==> src/rtl/bubblesort_engine_if.sv <==
// Host-side bundle for bubblesort_engine: load/readback bus, sort control, status.
// master = host (drives start/descending/wr_*/rd_addr), slave = engine.
interface bubblesort_engine_if #(
    parameter int DATA_W = 16,
    parameter int DEPTH  = 8,
    parameter int ADDR_W = $clog2(DEPTH),
    parameter int CNT_W  = 16
);
    logic              start;
    logic              descending;
    logic              wr_en;
    logic [ADDR_W-1:0] wr_addr;
    logic [DATA_W-1:0] wr_data;
    logic [ADDR_W-1:0] rd_addr;
    logic [DATA_W-1:0] rd_data;
    logic              busy;
    logic              done;
    logic [CNT_W-1:0]  swap_count;
    logic [3:0]        state_out;

    modport master (
        output start, descending, wr_en,
        output wr_addr, wr_data, rd_addr,
        input  rd_data, busy, done,
        input  swap_count, state_out
    );

    modport slave (
        input  start, descending, wr_en,
        input  wr_addr, wr_data, rd_addr,
        output rd_data, busy, done,
        output swap_count, state_out
    );
endinterface

==> src/rtl/bubblesort_engine.sv <==
// In-place bubble sorter over a DEPTH x DATA_W register array, asc/desc at runtime.
// Ports: clk, rst_n (async, active-low), bus (slave modport of bubblesort_engine_if):
//   start/descending in, wr_en/wr_addr/wr_data load port, rd_addr/rd_data readback,
//   busy/done/swap_count/state_out status. Macro BUBBLESORT_EARLY_EXIT_EN enables
//   finishing after the first swap-free pass.
module bubblesort_engine #(
    parameter int DATA_W = 16,
    parameter int DEPTH  = 8,
    parameter int ADDR_W = $clog2(DEPTH),
    parameter int CNT_W  = 16
) (
    input logic                clk,
    input logic                rst_n,
    bubblesort_engine_if.slave bus
);

    typedef enum logic [3:0] {
        IDLE  = 4'd0,
        PASS  = 4'd1,
        CHECK = 4'd2,
        DONE  = 4'd3
    } state_t;

    localparam logic [ADDR_W-1:0] LAST = ADDR_W'(DEPTH - 2);

    state_t            state;
    logic [DATA_W-1:0] mem [DEPTH];
    logic [ADDR_W-1:0] i;
    logic [ADDR_W-1:0] j;
    logic [ADDR_W-1:0] j_nx;
    logic              dir;
    logic              armed;
    logic              busy_q;
    logic              done_q;
    logic [CNT_W-1:0]  swap_q;
    logic [DATA_W-1:0] cur;
    logic [DATA_W-1:0] nxt;
    logic              out_of_order;
`ifdef BUBBLESORT_EARLY_EXIT_EN
    logic              swapped;
`endif

    assign j_nx         = j + 1'b1;
    assign cur          = mem[j];
    assign nxt          = mem[j_nx];
    assign out_of_order = dir ? (cur < nxt) : (cur > nxt);

    assign bus.rd_data    = mem[bus.rd_addr];
    assign bus.busy       = busy_q;
    assign bus.done       = done_q;
    assign bus.swap_count = swap_q;
    assign bus.state_out  = state;

    // armed marks the one IDLE cycle between the start edge and the
    // first compare, so busy rises on the edge after the start edge.
    always_ff @(posedge clk or negedge rst_n) begin
        if (!rst_n) begin
            state  <= IDLE;
            armed  <= 1'b0;
            busy_q <= 1'b0;
            done_q <= 1'b0;
            i      <= '0;
            j      <= '0;
            dir    <= 1'b0;
            swap_q <= '0;
`ifdef BUBBLESORT_EARLY_EXIT_EN
            swapped <= 1'b0;
`endif
            for (int k = 0; k < DEPTH; k++) begin
                mem[k] <= '0;
            end
        end else begin
            done_q <= 1'b0;
            unique case (state)
                IDLE: begin
                    if (armed) begin
                        armed  <= 1'b0;
                        busy_q <= 1'b1;
                        state  <= PASS;
                    end else begin
                        if (bus.wr_en) begin
                            mem[bus.wr_addr] <= bus.wr_data;
                        end
                        if (bus.start) begin
                            armed  <= 1'b1;
                            i      <= '0;
                            j      <= '0;
                            swap_q <= '0;
                            dir    <= bus.descending;
`ifdef BUBBLESORT_EARLY_EXIT_EN
                            swapped <= 1'b0;
`endif
                        end
                    end
                end
                PASS: begin
                    if (out_of_order) begin
                        mem[j]    <= nxt;
                        mem[j_nx] <= cur;
                        if (swap_q != '1) begin
                            swap_q <= swap_q + 1'b1;
                        end
`ifdef BUBBLESORT_EARLY_EXIT_EN
                        swapped <= 1'b1;
`endif
                    end
                    if (j == LAST - i) begin
                        state <= CHECK;
                    end else begin
                        j <= j_nx;
                    end
                end
                CHECK: begin
`ifdef BUBBLESORT_EARLY_EXIT_EN
                    if (i == LAST || !swapped) begin
`else
                    if (i == LAST) begin
`endif
                        state  <= DONE;
                        done_q <= 1'b1;
                    end else begin
                        i     <= i + 1'b1;
                        j     <= '0;
                        state <= PASS;
`ifdef BUBBLESORT_EARLY_EXIT_EN
                        swapped <= 1'b0;
`endif
                    end
                end
                DONE: begin
                    busy_q <= 1'b0;
                    state  <= IDLE;
                end
                default: begin
                    busy_q <= 1'b0;
                    state  <= IDLE;
                end
            endcase
        end
    end

endmodule

==> src/flat_wrapper.sv <==
// flat-port wrapper written by rule: the top's interface ports become plain ports
module bubblesort_engine_flat 
#(
    parameter int DATA_W = 16,
    parameter int DEPTH  = 8,
    parameter int ADDR_W = $clog2(DEPTH),
    parameter int CNT_W  = 16
)
  (clk, rst_n, bus_start, bus_descending, bus_wr_en, bus_wr_addr, bus_wr_data, bus_rd_addr, bus_rd_data, bus_busy, bus_done, bus_swap_count, bus_state_out);
  bubblesort_engine_if #(.DATA_W(DATA_W), .DEPTH(DEPTH), .ADDR_W(ADDR_W), .CNT_W(CNT_W)) bus_i ();
  input logic clk;
  input logic rst_n;
  input wire logic [$bits(bus_i.start)-1:0] bus_start;
  input wire logic [$bits(bus_i.descending)-1:0] bus_descending;
  input wire logic [$bits(bus_i.wr_en)-1:0] bus_wr_en;
  input wire logic [$bits(bus_i.wr_addr)-1:0] bus_wr_addr;
  input wire logic [$bits(bus_i.wr_data)-1:0] bus_wr_data;
  input wire logic [$bits(bus_i.rd_addr)-1:0] bus_rd_addr;
  output wire logic [$bits(bus_i.rd_data)-1:0] bus_rd_data;
  output wire logic [$bits(bus_i.busy)-1:0] bus_busy;
  output wire logic [$bits(bus_i.done)-1:0] bus_done;
  output wire logic [$bits(bus_i.swap_count)-1:0] bus_swap_count;
  output wire logic [$bits(bus_i.state_out)-1:0] bus_state_out;
  assign bus_i.start = bus_start;
  assign bus_i.descending = bus_descending;
  assign bus_i.wr_en = bus_wr_en;
  assign bus_i.wr_addr = bus_wr_addr;
  assign bus_i.wr_data = bus_wr_data;
  assign bus_i.rd_addr = bus_rd_addr;
  assign bus_rd_data = bus_i.rd_data;
  assign bus_busy = bus_i.busy;
  assign bus_done = bus_i.done;
  assign bus_swap_count = bus_i.swap_count;
  assign bus_state_out = bus_i.state_out;
  bubblesort_engine #(.DATA_W(DATA_W), .DEPTH(DEPTH), .ADDR_W(ADDR_W), .CNT_W(CNT_W)) u_core (.clk(clk), .rst_n(rst_n), .bus(bus_i));
endmodule
==> config.mk <==
export PLATFORM = sky130hd
export DESIGN_NAME = bubblesort_engine_flat
export DESIGN_NICKNAME = d
export VERILOG_FILES = /design/src/rtl/bubblesort_engine_if.sv /design/src/rtl/bubblesort_engine.sv /design/src/flat_wrapper.sv
export SDC_FILE = /design/constraint.sdc
export NUM_CORES = 1
export LEC_CHECK = 0
export ABC_AREA = 0
export BUFFER_PORTS_ARGS = -buffer_cell sky130_fd_sc_hd__buf_2
export CORE_ASPECT_RATIO = 1.5
export CORE_MARGIN = 2
export CORE_UTILIZATION = 38
export CTS_CLUSTER_DIAMETER = 60
export CTS_CLUSTER_SIZE = 14
export DETAILED_ROUTE_END_ITERATION = 10
export SLEW_MARGIN = 15
export SYNTH_ARGS = -nofsm -noshare
export SYNTH_HDL_FRONTEND = slang
export SYNTH_SLANG_ARGS = --single-unit
==> constraint.sdc <==
create_clock -name clk -period 5.7 [get_ports clk]
set_input_delay 0.57 -clock clk [delete_from_list [all_inputs] [get_ports clk]]
set_output_delay 0.57 -clock clk [all_outputs]
set_load 0.05 [all_outputs]
==> results.ini <==
[outcome]
status = finished clean

[routing]
drt-total-wl_mm = 52.1
first_pass_iters = 10
ant_nets = 0
drt-vias-per-instance = 6.78
route.detailed.drc = 0
drtIter0Drc = 1852
wl_per_cell_um = 30.0
vias = 11757

[sta]
finClkSkew_ns = 0.0130
fin_ws_ns = 0.567
tns_ns = 0
maxSlewHeadroom_pct = 17.9
hold_viol_final = 0
worst_pin_slew_ns = 1.23
setup_viol_count_final = 0
drv_slew = 0
fmax_ghz = 0.195
rsz0062_at_grt = no
period_needed_ns = 5.13
fin_crit_sh_pct = 90.1

[floorplanning]
row_count = 81
dieArea_sq_um = 34800
io_pins = 65
coreArea_sq_um = 32700
fp.dieH_um = 228
die_x_um = 153
initial_utilization_pct = 38.7

[yosys]
yosys-top-cells-area = dfrtp_1 31%, mux4_2 11%, mux2_2 7.9%
ys_types = 70
async_reset_ff_share_pct = 100
synth.avg_cell_area_sq_um = 9.98
synth_top_area_share_pct = 30.8
synth_warnings = 0
synth_edf_count = 0
seq_area_frac_synth_pct = 30.8
syn-cell-area_sq_um = 12700
synth_ff_type = dfrtp_1
synth_cells = 1270
synth_top_area_cell = dfrtp_1
ys_ff_latch = 156

[setup_path]
end_kind = flip-flop
arrival_ns = 5.48
cp_max_fo = 25
reg2regPathDepth = 14
critPathLaunchType = flip-flop
required_ns = 6.04
crit_type = reg -> reg

[global_routing]
grt.overflow.total = 0
grt_pass1_vias = 11723
antenna_found_initial = 0
grt_first_pass_wirelength_mm = 76.8
grt_usage_pct = 29.8
grt_max_degree = 82

[pwr]
leakagePower_nw = 6.04
ir_drop_mv = 0.590
powerDensity_nw_per_um2 = 531

[cells_and_area]
layout.area.seq_sq_um = 3910
multi_input_area_sq_um = 7970
areaGrowthSynthToFinish_pct = 11.2
fill_cells = 3161
n_antenna_cell = 0
drive_above_1_share_pct = 28.2
final_util_pct = 43.0
stdcell_count = 1733
nets = 1357

[cts]
cts_buffer_depth = 2
ctsRootBufferMaster = clkbuf_16
cts_resized = 0
htree_num_levels = 4
cts_sinks = 156
holdBufCountCts = 0
post-cts-setup-buffers = 0
cts_buffers = 17
clock_latency_ns = 0.47
clk_pin_slew_worst_paths_ns = 0.07
tritoncts = done

[place]
dp_slack_ns = 0.790
dp.cells = 1701
dp_hpwl_mm = 35.4
gp_congestion = 1.01
port_buffers = 62

[run]
cap_violations = 0

[worst_hold_path]
hold_path_class = in -> async

-- layer usage --
| layer | GRT usage [%] | vias up | wire, um |
|---|---|---|---|
| li1 | - | 4925 | - |
| met1 | 34.6 | 5873 | 19100 |
| met2 | 49.4 | 760 | 24500 |
| met3 | 6.31 | 199 | 4390 |
| met4 | 20.4 | 0 | 4050 |
| met5 | 0 | - | 0 |
-- Yosys cell counts, drive strengths merged, types with 2 or more instances --
master  instances
nand2         171
dfrtp         156
mux2          120
o221ai         67
buf            64
mux2i          62
mux4           60
o21ai          58
inv            56
clkbuf         51
a22oi          42
nor2           41
a21oi          38
nand3          36
a222oi         33
nor2b          28
ha             25
o211ai         16
and3           14
nor3           14
nand2b         12
nand3b         12
and2           11
a22o            8
nand4           8
a221oi          7
o22ai           6
or3             5
xnor2           5
a221o           4
a31oi           4
or2             4
or3b            4
a211o           3
a21o            2
a311oi          2
nand4b          2
nor3b           2
nor4            2
o32ai           2
-- registers in the layout, summed over array words and instances, names as in the netlist --
name,flops
u_core.bus.state_out,2
u_core.armed,1
u_core.bus.swap_count,16
u_core.i,3
u_core.bus.busy,1
u_core.bus.done,1
u_core.j,3
u_core.mem,128
u_core.dir,1
-- final timing paths --
kind,from,end,slack [ns]
max in group asynchronous,rst_n,u_core.mem[117],4.45
setup / recovery,u_core.j[2],u_core.mem[51],0.57
hold / removal,rst_n,u_core.bus.swap_count[8],0.03
hold reg to reg,u_core.bus.busy,u_core.bus.busy,0.51
setup reg to reg,u_core.j[2],u_core.mem[51],0.57
min in group clk,bus_descending,u_core.dir,0.34
-- per-stage QoR --
| step | hold WS (ns) | total power [mW] | instance area [sq um] |
|---|---|---|---|
| 2_1_floorplan | 0.274 | 4.72 | 12700 |
| 3_3_place_gp | 0.488 | 6.06 | 13500 |
| 3_5_place_dp | 0.493 | 6.11 | 13500 |
| 4_1_cts | 0.0463 | 7.39 | 14100 |
| 5_1_grt | 0.0663 | 7.81 | 14100 |
| 6_report | 0.0318 | 7.49 | 14100 |
-- kinds of logic (layout without fill, tap and decap cells) --
kind of cell / Yosys count / in the layout / synth area share (%)
xor gates and xnor gates: 6 / 6 / 0.533
and+or+nand+nor: 368 / 368 / 14.4
adders and majority gates: 25 / 25 / 2.47
buffers and inverters: 171 / 218 / 6.65
AOI/OAI and AO/OA: 301 / 301 / 18.0
muxes: 242 / 242 / 27.1
other: 1 / 2 / 0.0296
DFF: 156 / 156 / 30.8
-- critical path, cell delays in order, from the launching register on --
cell and delay (ns):
dfrtp_2 0.50, nor2b_1 0.73, nor2b_1 0.75, buf_4 0.25, a221o_1 0.23, ha_1 0.30, nand4_1 0.22, inv_1 0.07
a211o_1 0.27, nor3_2 0.20, mux2i_2 0.23, buf_4 0.35, or3_1 0.16, buf_4 0.36, mux2_2 0.39
-- power by group --
part	internal (mW)	leakage (nW)	switching [mW]
combinational	1.61	3.70	2.80
clock	0.716	0.282	0.546
sequential	1.43	2.05	0.385
total	3.76	6.04	3.73
-- cell type report --
type | count | area share, %
Multi-Input combinational cell | 944 | 56.5
Sequential cell | 156 | 27.8
Timing Repair Buffer | 130 | 6.14
Tap cell | 415 | 3.69
Clock buffer | 20 | 3.24
Inverter | 56 | 1.49
Clock inverter | 12 | 1.15
-- placed cells by master, fill, tap and decap left out, types with 42 or more instances in the layout --
master,synthesis,layout
inv_1,56,56
mux2i_1,62,61
a22oi_1,42,42
buf_2,23,61
o21ai_0,56,56
nand2_1,171,171
dfrtp_1,156,153
mux2_2,89,89
buf_4,9,65
mux4_2,60,60
o221ai_1,67,67
(Power assumes the default switching activity.)
